<file path="src/rtl/fifo_wr_ctrl.sv">
// Write-side controller of the asynchronous FIFO (w_clk domain): accepts pushes, drives the RAM
// write port, publishes a Gray write pointer and derives full/level/overflow from the synced read pointer.
module fifo_wr_ctrl #(
   parameter int ADDR_WIDTH   = 10,
   parameter int SYNC_STAGES  = 2,
   parameter int AFULL_THRESH = 1020
) (
   input  logic                  w_clk,
   input  logic                  rst_n,
   input  logic                  wr_req,
   output logic                  ram_w_en,
   output logic [ADDR_WIDTH-1:0] ram_w_addr,
   output logic [ADDR_WIDTH:0]   wr_ptr_gray,
   input  logic [ADDR_WIDTH:0]   rd_ptr_gray_async,
   output logic                  full,
   output logic                  almost_full,
   output logic [ADDR_WIDTH:0]   wr_level,
   output logic                  overflow,
   input  logic                  ovf_clr
);

   localparam logic [ADDR_WIDTH:0] AFULL_LVL = (ADDR_WIDTH+1)'(AFULL_THRESH);

   generate
      if (SYNC_STAGES < 2 || SYNC_STAGES > 4) begin : gBadSync
         $error("fifo_wr_ctrl: SYNC_STAGES must be in 2..4");
      end
   endgenerate

   logic [ADDR_WIDTH:0] r_wr_ptr_bin;
   logic [ADDR_WIDTH:0] r_wr_ptr_gray;
   logic [ADDR_WIDTH:0] r_sync [SYNC_STAGES];
   logic                r_full;
   logic                r_overflow;

   logic                w_accept;
   logic [ADDR_WIDTH:0] w_wr_bin_next;
   logic [ADDR_WIDTH:0] w_wr_gray_next;
   logic [ADDR_WIDTH:0] w_rq;
   logic [ADDR_WIDTH:0] w_rd_bin_sync;
   logic [ADDR_WIDTH:0] w_full_match;

   // Reset also gates the write enable so nothing reaches the RAM while rst_n is low.
   assign w_accept       = wr_req & ~r_full & rst_n;
   assign w_wr_bin_next  = r_wr_ptr_bin + (ADDR_WIDTH+1)'(w_accept);
   assign w_wr_gray_next = w_wr_bin_next ^ (w_wr_bin_next >> 1);

   assign w_rq         = r_sync[SYNC_STAGES-1];
   assign w_full_match = {~w_rq[ADDR_WIDTH:ADDR_WIDTH-1], w_rq[ADDR_WIDTH-2:0]};

   always_comb begin
      w_rd_bin_sync = '0;
      for (int i = 0; i <= ADDR_WIDTH; i++) begin
         w_rd_bin_sync[i] = ^(w_rq >> i);
      end
   end

   // Binary pointer addresses the RAM; the Gray copy crosses domains straight from its flop.
   always_ff @(posedge w_clk or negedge rst_n) begin
      if (!rst_n) begin
         r_wr_ptr_bin  <= '0;
         r_wr_ptr_gray <= '0;
      end else begin
         r_wr_ptr_bin  <= w_wr_bin_next;
         r_wr_ptr_gray <= w_wr_gray_next;
      end
   end

   always_ff @(posedge w_clk or negedge rst_n) begin
      if (!rst_n) begin
         for (int i = 0; i < SYNC_STAGES; i++) begin
            r_sync[i] <= '0;
         end
      end else begin
         r_sync[0] <= rd_ptr_gray_async;
         for (int i = 1; i < SYNC_STAGES; i++) begin
            r_sync[i] <= r_sync[i-1];
         end
      end
   end

   // Full is computed from the next pointer so it rises on the edge that takes the last slot.
   always_ff @(posedge w_clk or negedge rst_n) begin
      if (!rst_n) begin
         r_full     <= 1'b0;
         r_overflow <= 1'b0;
      end else begin
         r_full <= (w_wr_gray_next == w_full_match);
         if (wr_req && r_full) begin
            r_overflow <= 1'b1;
         end else if (ovf_clr) begin
            r_overflow <= 1'b0;
         end
      end
   end

   assign ram_w_en    = w_accept;
   assign ram_w_addr  = r_wr_ptr_bin[ADDR_WIDTH-1:0];
   assign wr_ptr_gray = r_wr_ptr_gray;
   assign full        = r_full;
   assign overflow    = r_overflow;
   assign wr_level    = r_wr_ptr_bin - w_rd_bin_sync;
   assign almost_full = (wr_level >= AFULL_LVL);

endmodule

</file>
<file path="config.mk">
export PLATFORM = sky130hd
export DESIGN_NAME = fifo_wr_ctrl
export DESIGN_NICKNAME = d
export VERILOG_FILES = /design/src/rtl/fifo_wr_ctrl.sv
export SDC_FILE = /design/constraint.sdc
export NUM_CORES = 1
export LEC_CHECK = 0
export CORE_MARGIN = 3
export CORE_UTILIZATION = 50
export CTS_CLUSTER_SIZE = 24
export DETAILED_ROUTE_END_ITERATION = 7
export PLACE_DENSITY = 0.77
export SETUP_SLACK_MARGIN = 0.15
export SKIP_LAST_GASP = 1
export SLEW_MARGIN = 20
export SYNTH_ARGS = -nofsm -noshare
export SYNTH_HDL_FRONTEND = slang
export SYNTH_SLANG_ARGS = --single-unit
</file>
<file path="constraint.sdc">
create_clock -name w_clk -period 5.7 [get_ports w_clk]
set_input_delay 1.14 -clock w_clk [delete_from_list [all_inputs] [get_ports w_clk]]
set_output_delay 1.14 -clock w_clk [all_outputs]
set_load 0.05 [all_outputs]
</file>
# --- Word-level counts from Yosys, hierarchy flattened ---
# Cells that the tools add are included.
classes:
  add_sub_neg: 2
  mul: 0
  n_div: 0
  order_cmp: 1
  eq_ne: 1
  shifts: 0
  n_mux: 2
  n_bitwise: 5
  n_reduce_logical: 13
op_table:
  columns: ["cell", "count"]
  rows:
  - ["$reduce_xor A11 Y1", 11]
  - ["$add A11 B1 Y11", 1]
  - ["$eq A11 B11 Y1", 1]
  - ["$ge A11 B10 Y1 const B", 1]
  - ["$sub A11 B11 Y11", 1]
  - ["$xor A11 B10 Y11", 1]
  - ["$and A1 B1 Y1", 2]
  - ["$mux W1", 2]
  - ["$not A2 Y2", 1]
  - ["$reduce_bool A2 Y1", 1]
  - ["$logic_and A1 B1 Y1", 1]
  - ["$not A1 Y1", 1]
word_totals:
  register_bits: 46
  latch_bits: 0
  mem_bits_rw: 0
  mem_bits_ro: 0
  input_bits: 15
  out_inout_bits: 36
  wordCells: 30
  memories: 0

# --- Logic depth before layout (Yosys ltp) ---
# Gate-level depths: netlist (run 1).
depth:
  word_depth: 6
  ltp_mapped: 17
  ltp_nobuf: 17

# --- Least setup slack after synthesis (run 1) ---
# No wires, ideal clock.
synth_path:
  kind: "flip-flop to output port"
  start: "reg r_sync, in the netlist w_rq[9]"
  end: "out almost_full"
  arrival_time_ns: 4.913
  setup_slack_ns: -0.353
  path_stages_with_launch: 18
  cell_sequence: "dfrtp_1 > xnor3_2 > xor2_4 > xor3_2 > xor2_2 > xor2_2 > xor2_2 > xnor2_1 > ha_1 > inv_1 > fa_1 > a21o_1 > a21oi_1 > o21ai_0 > o31a_1 > xor2_1 > nor2b_1 > a41o_1"
synth_via:
  elab_chain_len: 3
  word_cells_on_any_way: 12
synth_rtl:
  columns: ["item", "line", "text"]
  rows:
  - ["start, declared", "32", "logic [ADDR_WIDTH:0] r_sync [SYNC_STAGES];"]
  - ["start signal, assigned by index", "77", "r_sync[i] <= r_sync[i-1];"]
  - ["$reduce_xor A11 Y1", "54", "w_rd_bin_sync[i] = ^(w_rq >> i);"]
  - ["$sub A11 B11 Y11 (*)", "102", "assign wr_level = r_wr_ptr_bin - w_rd_bin_sync;"]
  - ["via wr_level[8]", "17", "output logic [ADDR_WIDTH:0] wr_level,"]
  - ["$ge A11 B10 Y1 (*)", "103", "assign almost_full = (wr_level >= AFULL_LVL);"]
  - ["end, declared", "16", "output logic almost_full,"]
# Mark *: on every way through the listed nets, which the timed path passes. The rest lies on a longest branch.

# --- Worst setup path in the final report (run 1) ---
layout_path:
  start: "reg r_sync, in the netlist w_rq[8]"
  end: "out almost_full"
layout_via:
  elab_chain_len: 3
  word_cells_on_any_way: 11
layout_rtl:
  columns: ["item", "line"]
  rows:
  - ["$reduce_xor A11 Y1", "54"]
  - ["$sub A11 B11 Y11 (*)", "102"]
  - ["$ge A11 B10 Y1 (*)", "103"]
# Mark *: on every way between the ends. The rest lies on a longest branch, timed or not.

==> out/metrics.cfg, run 1 <==
[min_path]
hold_path_end = w_rq[7]
hold_path_depth = 0
hold_path.class = reg2reg
hp-start = r_sync[18]

[clock_tree]
cts.path.max_buffers = 2
clkSlewWorstSetupHoldPaths_ns = 0.09
cts_root_buffer = clkbuf_8
htreeDepth = 2
cts_tree = yes
clock_latency_ns = 0.30
cts_buffers = 5
cts_sinks = 45
holdBufCountCts = 0

[logic_synthesis]
synthCells = 192
yosysSeqAreaShare_pct = 49.4
synth_cell_types = 40
synth_fp_nets = 220
synth.avg_cell_area_um2 = 11.9
yosysWarnings = 0
synth_edf_count = 0
synth-seq-cells = 45
syn-cell-area_um2 = 2280
synth_top_flop_cell = dfrtp_1
async_reset_ff_share_pct = 100

[drt]
drc = 0
viasPerCell = 5.21
vias = 1636
dr.pass1.iters = 4
wire_per_inst_um = 14.4
antenna_left = 0
drt_iter0_markers = 84
routed_wl_um = 4530

[timing]
hold_viol = 0
finalCritPeriodShare_pct = 99.1
finalSetupViolations = 0
finalSetupTns_ns = 0
layout_setup_ws_ns = 0.0535
period_minus_slack_ns = 5.65
max_freq_mhz = 177
clock_skew_ns = 0.00578
hold_ws_ns = 0.355
drv_slew = 0
rsz0062_at_grt = yes
worst_pin_slew_ns = 0.675
slew_headroom_pct = 54.7

[final_layout]
area_delta_synth_final_pct = 39.5
nFillCells = 276
mostFrequentLayoutCells = dfrtp_1, clkdlybuf4s50_1, xnor2_1, buf_4, xor2_1
drive_gt1_share_pct = 18.9
layout.nets = 291
layout_commonest_cell = dfrtp_1
diodes = 0

[setup_path]
crit_family = XOR/XNOR gates
crit_arrival_ns = 4.51
critPathKind = reg2out
reg2regPathDepth = 10
crit_path_max_fanout = 2
timing.critical_path.buf_inv = 2
critPathLaunch = w_rq[8]
reg2reg_setup_slack_ns = 2.59
slowest_delay_ns = 0.46
crit_top_cell = xor2_2
cp.required_ns = 4.56
cp-start-kind = register
cp_cell_sequence = xnor3_2 > xor2_4 > xor3_2 > xor2_2 > xor2_2 > xor2_2 > xnor2_1 > ha_2 > inv_2 > fa_2 > a21o_1 > a21oi_2 > o21ai_2 > o31a_1 > xor2_4 > nor2b_1 > a41o_4 > buf_12
worstSetupEndpointType = primary output
slowest_stage = xnor3_2
r2r-start = full
rr_endpoint = full

[global_routing]
overflow = 0
grt_use_total_pct = 17.9
grt_max_degree = 46
grt_first_pass_wirelength_um = 7210
antenna_found_initial = 0
grt_pass1_vias = 1623

[place]
post-dp-hpwl_um = 3370
gp_congestion = 0.779
place_ws_ns = 0.0209
port_buffers = 50

[floorplanning]
ios = 51
dieWidth_um = 73.5
coreArea_um2 = 4200
dieHeight_um = 73.5
num_rows = 23
dieArea_um2 = 5400
start_util_pct = 54.2

[outcome]
status = complete, no violations

[job]
drv_cap = 0

==> layout make-up <==
type                    instances  area (um^2)  area share [%]
multi-input cells             134         1190            37.6
flip-flops and latches         45         1130            35.4
repair buffers                 65          634            20.0
clock buffers                   5         68.8            2.16
well taps                      50         62.6            1.97
clock inverters                 3         47.5            1.50
inverters                      12         45.0            1.42
==> kinds of logic (layout without fill, tap and decap cells) <==
family / after synthesis / after routing / synth area share (%)
compound gates: 27 / 27 / 8.07
buf+inv: 13 / 85 / 2.14
fa+ha+maj: 13 / 13 / 7.47
simple gates: 41 / 41 / 9.28
flops: 45 / 45 / 49.4
xor+xnor: 52 / 52 / 23.2
mux: 1 / 1 / 0.439
==> stage by stage <==
step / area, um^2 / utilization, % / cells
global route: 3180 / 75.7 / 314
CTS: 3100 / 73.8 / 306
global placement: 2930 / 69.7 / 293
floorplan: 2340 / - / 192
detailed placement: 2930 / 69.7 / 293
finish: 3180 / 75.7 / 314
==> Yosys cell counts (2+ instances only) <==
library cell	instances	area, um^2
dfrtp_1	45	1130
xnor2_1	27	236
xor2_1	19	166
ha_1	12	150
inv_1	12	45.0
nand2_1	8	30.0
nand3_1	7	35.0
nor2_1	7	26.3
o21ai_0	7	35.0
a21oi_1	5	25.0
and3_1	4	25.0
a21o_1	3	22.5
nor2b_1	3	18.8
or3_1	3	18.8
xor2_2	3	48.8
and2_1	2	12.5
nand4_1	2	12.5
==> worst register-to-register path: cells and delay by family, from the launching register on <==
family / cells / cell delay [ns]
flops: 1 / 0.41
xor+xnor: 2 / 0.41
simple gates: 5 / 1.14
fa+ha+maj: 2 / 0.46
compound gates: 1 / 0.54
==> how the worst max path moves through the flow <==
stage | end | slack (ns) | cells after the start
floorplan | almost_full | 0.13 | 17
global placement | almost_full | 0.11 | 18
detailed placement | almost_full | 0.02 | 18
CTS | almost_full | -0.06 | 18
global route | almost_full | -0.17 | 18
finish | almost_full | 0.05 | 18
==> metal layers <==
layer	vias to the layer above	global-route usage (%)	part of all wire (%)	wire [um]
met1	790	24.9	45	2040
met4	0	7.04	1.6	72
met5	-	0	0	0
met2	54	27.5	48	2190
li1	783	-	-	-
met3	9	3.69	5.2	235
==> timing repair <==
item                                    CTS  global route
endpoints found under the setup margin    4             7
pin swaps                                 4             1
buffers inserted                          5             8
resized for setup                         3             8
==> state kept, by name, summed over array words and instances (netlist names) <==
signal        count
r_wr_ptr_bin     11
r_sync           11
full              1
w_rq             11
overflow          1
wr_ptr_gray      10
Power of run 1 is not shown: default switching activity piles up to over one toggle a cycle in this logic, so the estimate is an artifact.
==> inputs of run 2 (changes only) <==
--- a/config.mk
+++ b/config.mk
@@ -5,11 +5,12 @@
 export SDC_FILE = /design/constraint.sdc
 export NUM_CORES = 1
 export LEC_CHECK = 0
+export ABC_AREA = 1
 export CORE_MARGIN = 3
-export CORE_UTILIZATION = 50
+export CORE_UTILIZATION = 52
 export CTS_CLUSTER_SIZE = 24
 export DETAILED_ROUTE_END_ITERATION = 7
-export PLACE_DENSITY = 0.77
+export PLACE_DENSITY = 0.78
 export SETUP_SLACK_MARGIN = 0.15
 export SKIP_LAST_GASP = 1
 export SLEW_MARGIN = 20
==> out/metrics.cfg, run 2 <==
[setup_path]
cp_cell_sequence = xnor2_2 > xor2_2 > xor2_2 > xnor2_1 > inv_1 > ha_1 > inv_1 > fa_1 > nand3_1 > nand2_1 > a21oi_1 > xor2_1 > nand3_1 > nor2_1 > nand2_1 > nand2_1 > clkdlybuf4s50_1
cp-start-kind = register
timing.critical_path.buf_inv = 3  ; +1
crit_arrival_ns = 3.93  ; -0.58 ns
slowest_delay_ns = 0.79  ; +0.33 ns
cp.required_ns = 4.56  ; about the same
crit_path_max_fanout = 3  ; +1
crit_top_cell = nand2_1
crit_family = XOR/XNOR gates
slowest_stage = clkdlybuf4s50_1
critPathKind = reg2out
worstSetupEndpointType = primary output

[final_layout]
drive_gt1_share_pct = 3.73  ; -15 points
layout.nets = 402  ; +38%
mostFrequentLayoutCells = nand2_1, inv_1, clkdlybuf4s50_1, dfrtp_1, nand3_1
nFillCells = 357  ; +29%
final_util_pct = 71.1  ; -4.6 points
diodes = 0  ; unchanged
layout_commonest_cell = nand2_1
fin_cells = 440  ; +40%
area_delta_synth_final_pct = 26.1

[floorplanning]
num_rows = 24  ; +4.3%
dieHeight_um = 76.1  ; +3.5%
start_util_pct = 56.3  ; +2.1 points
coreArea_um2 = 4530  ; +7.9%
dieWidth_um = 76.1  ; +3.5%
dieArea_um2 = 5790  ; +7.2%
ios = 51  ; unchanged

[clock_tree]
cts_tree = yes
cts_resized = 0  ; -3
cts_sinks = 45  ; unchanged
holdBufCountCts = 0  ; unchanged
clkSlewWorstSetupHoldPaths_ns = 0.08  ; about the same
cts_buffers = 5  ; unchanged
cts_root_buffer = clkbuf_8
cts.path.max_buffers = 2  ; unchanged
cts_setup_buffers = 0  ; -5
clock_latency_ns = 0.29  ; about the same
htreeDepth = 2  ; unchanged

[timing]
max_freq_mhz = 197  ; +11%
hold_viol = 0  ; unchanged
clock_skew_ns = 0.00398  ; -0.00180 ns
rsz0062_at_grt = no
worst_pin_slew_ns = 0.548  ; -0.127 ns
finalSetupTns_ns = 0  ; unchanged
period_minus_slack_ns = 5.07  ; -0.577 ns
finalCritPeriodShare_pct = 88.9  ; -10 points
drv_slew = 0  ; unchanged
slew_headroom_pct = 63.5  ; +8.8 points
finalSetupViolations = 0  ; unchanged
hold_ws_ns = 0.351  ; -0.00378 ns

[logic_synthesis]
synth_common_cells = nand2_1, inv_1, dfrtp_1
async_reset_ff_share_pct = 100  ; unchanged
synth_fp_nets = 345  ; +57%
yosysWarnings = 0  ; unchanged
synth-seq-cells = 45  ; unchanged
synth_most_common_cell = nand2_1
syn-cell-area_um2 = 2550  ; +12%
synth_edf_count = 0  ; unchanged
synth_top_area_cell = dfrtp_1
yosysSeqAreaShare_pct = 44.1  ; -5.3 points
synthCells = 317  ; +65%
synthTopCellsByArea = dfrtp_1, nand2_1, inv_1
synth_top_area_share_pct = 44.1  ; -5.3 points
synth_cell_types = 23  ; -43%
synth.avg_cell_area_um2 = 8.06  ; -32%
synth_top_flop_cell = dfrtp_1

[global_routing]
grt_first_pass_wirelength_um = 9030  ; +25%
grt_max_degree = 47  ; +2.2%
grt_use_total_pct = 19.1  ; +1.2 points
grt_pass1_vias = 2062  ; +27%
antenna_found_initial = 0  ; unchanged
overflow = 0  ; unchanged

[drt]
drc = 0  ; unchanged
dr.pass1.iters = 5  ; +1
antenna_left = 0  ; unchanged
routed_wl_um = 5090  ; +12%
vias = 2128  ; +30%
drt_iter0_markers = 94  ; +12%
wire_per_inst_um = 11.6  ; -20%
viasPerCell = 4.84  ; -7.2%

[place]
gp_congestion = 0.873  ; +12%
post-dp-hpwl_um = 4080  ; +21%
placed_cells = 432  ; +47%
port_buffers = 50  ; unchanged

[outcome]
status = complete, no violations

[min_path]
hold_path.class = reg2reg

[job]
drv_cap = 0  ; unchanged

run 2: cell types whose count changed after synthesis, sizes merged, moves of 6 or more:
cell,change
nand3,+20
xor2,-8
inv,+39
nand2,+99
nor2,+6
xnor2,-10
run 2: path summary, 6_finish.rpt:
path / cells after the start / slack, ns / endpoint / startpoint
hold reg to reg: 0 / 0.35 / w_rq[2] / r_sync[13]
setup / recovery: 17 / 0.63 / almost_full / w_rq[9]
hold / removal: 0 / 0.35 / w_rq[2] / r_sync[13]
max in group asynchronous: 2 / 4.41 / r_wr_ptr_bin[8] / rst_n
setup reg to reg: 15 / 3.36 / full / full
min in group asynchronous: 2 / 0.92 / wr_ptr_gray[5] / rst_n
run 2: per-layer routing:
metal	up-vias	GRT usage [%]	part of all wire [%]
li1	1095	-	-
met1	968	24.5	46
met2	58	32.4	47
met3	7	4.02	5.1
met4	0	5.98	1.3
met5	-	0	0
run 2: logic make-up after synthesis:
kind of cell / Yosys count / share of synthesized area (%)
adder cells (fa/ha/maj): 13 / 6.66
flip-flops: 45 / 44.1
AND/OR/NAND/NOR: 162 / 26.8
AO/OA/AOI/OAI: 13 / 2.89
XOR/XNOR: 32 / 11.9
buffers and inverters: 52 / 7.69
run 2: stage by stage:
step	instance area (um^2)	worst slack, ns
5_1_grt	3220	0.212
6_report	3220	0.631
2_1_floorplan	2550	0.914
3_3_place_gp	3130	1.00
3_5_place_dp	3130	0.903
4_1_cts	3220	0.574
run 2: area by class of cell:
class                   instances  area (um^2)  area share (%)
multi-input cells             220         1230            38.3
flip-flops and latches         45         1130            35.0
repair buffers                 51          503            15.6
inverters                      51          191            5.94
well taps                      65         81.3            2.52
clock buffers                   6         72.6            2.25
clock inverters                 2         15.0           0.466
Power of run 2 is left out for the same reason.
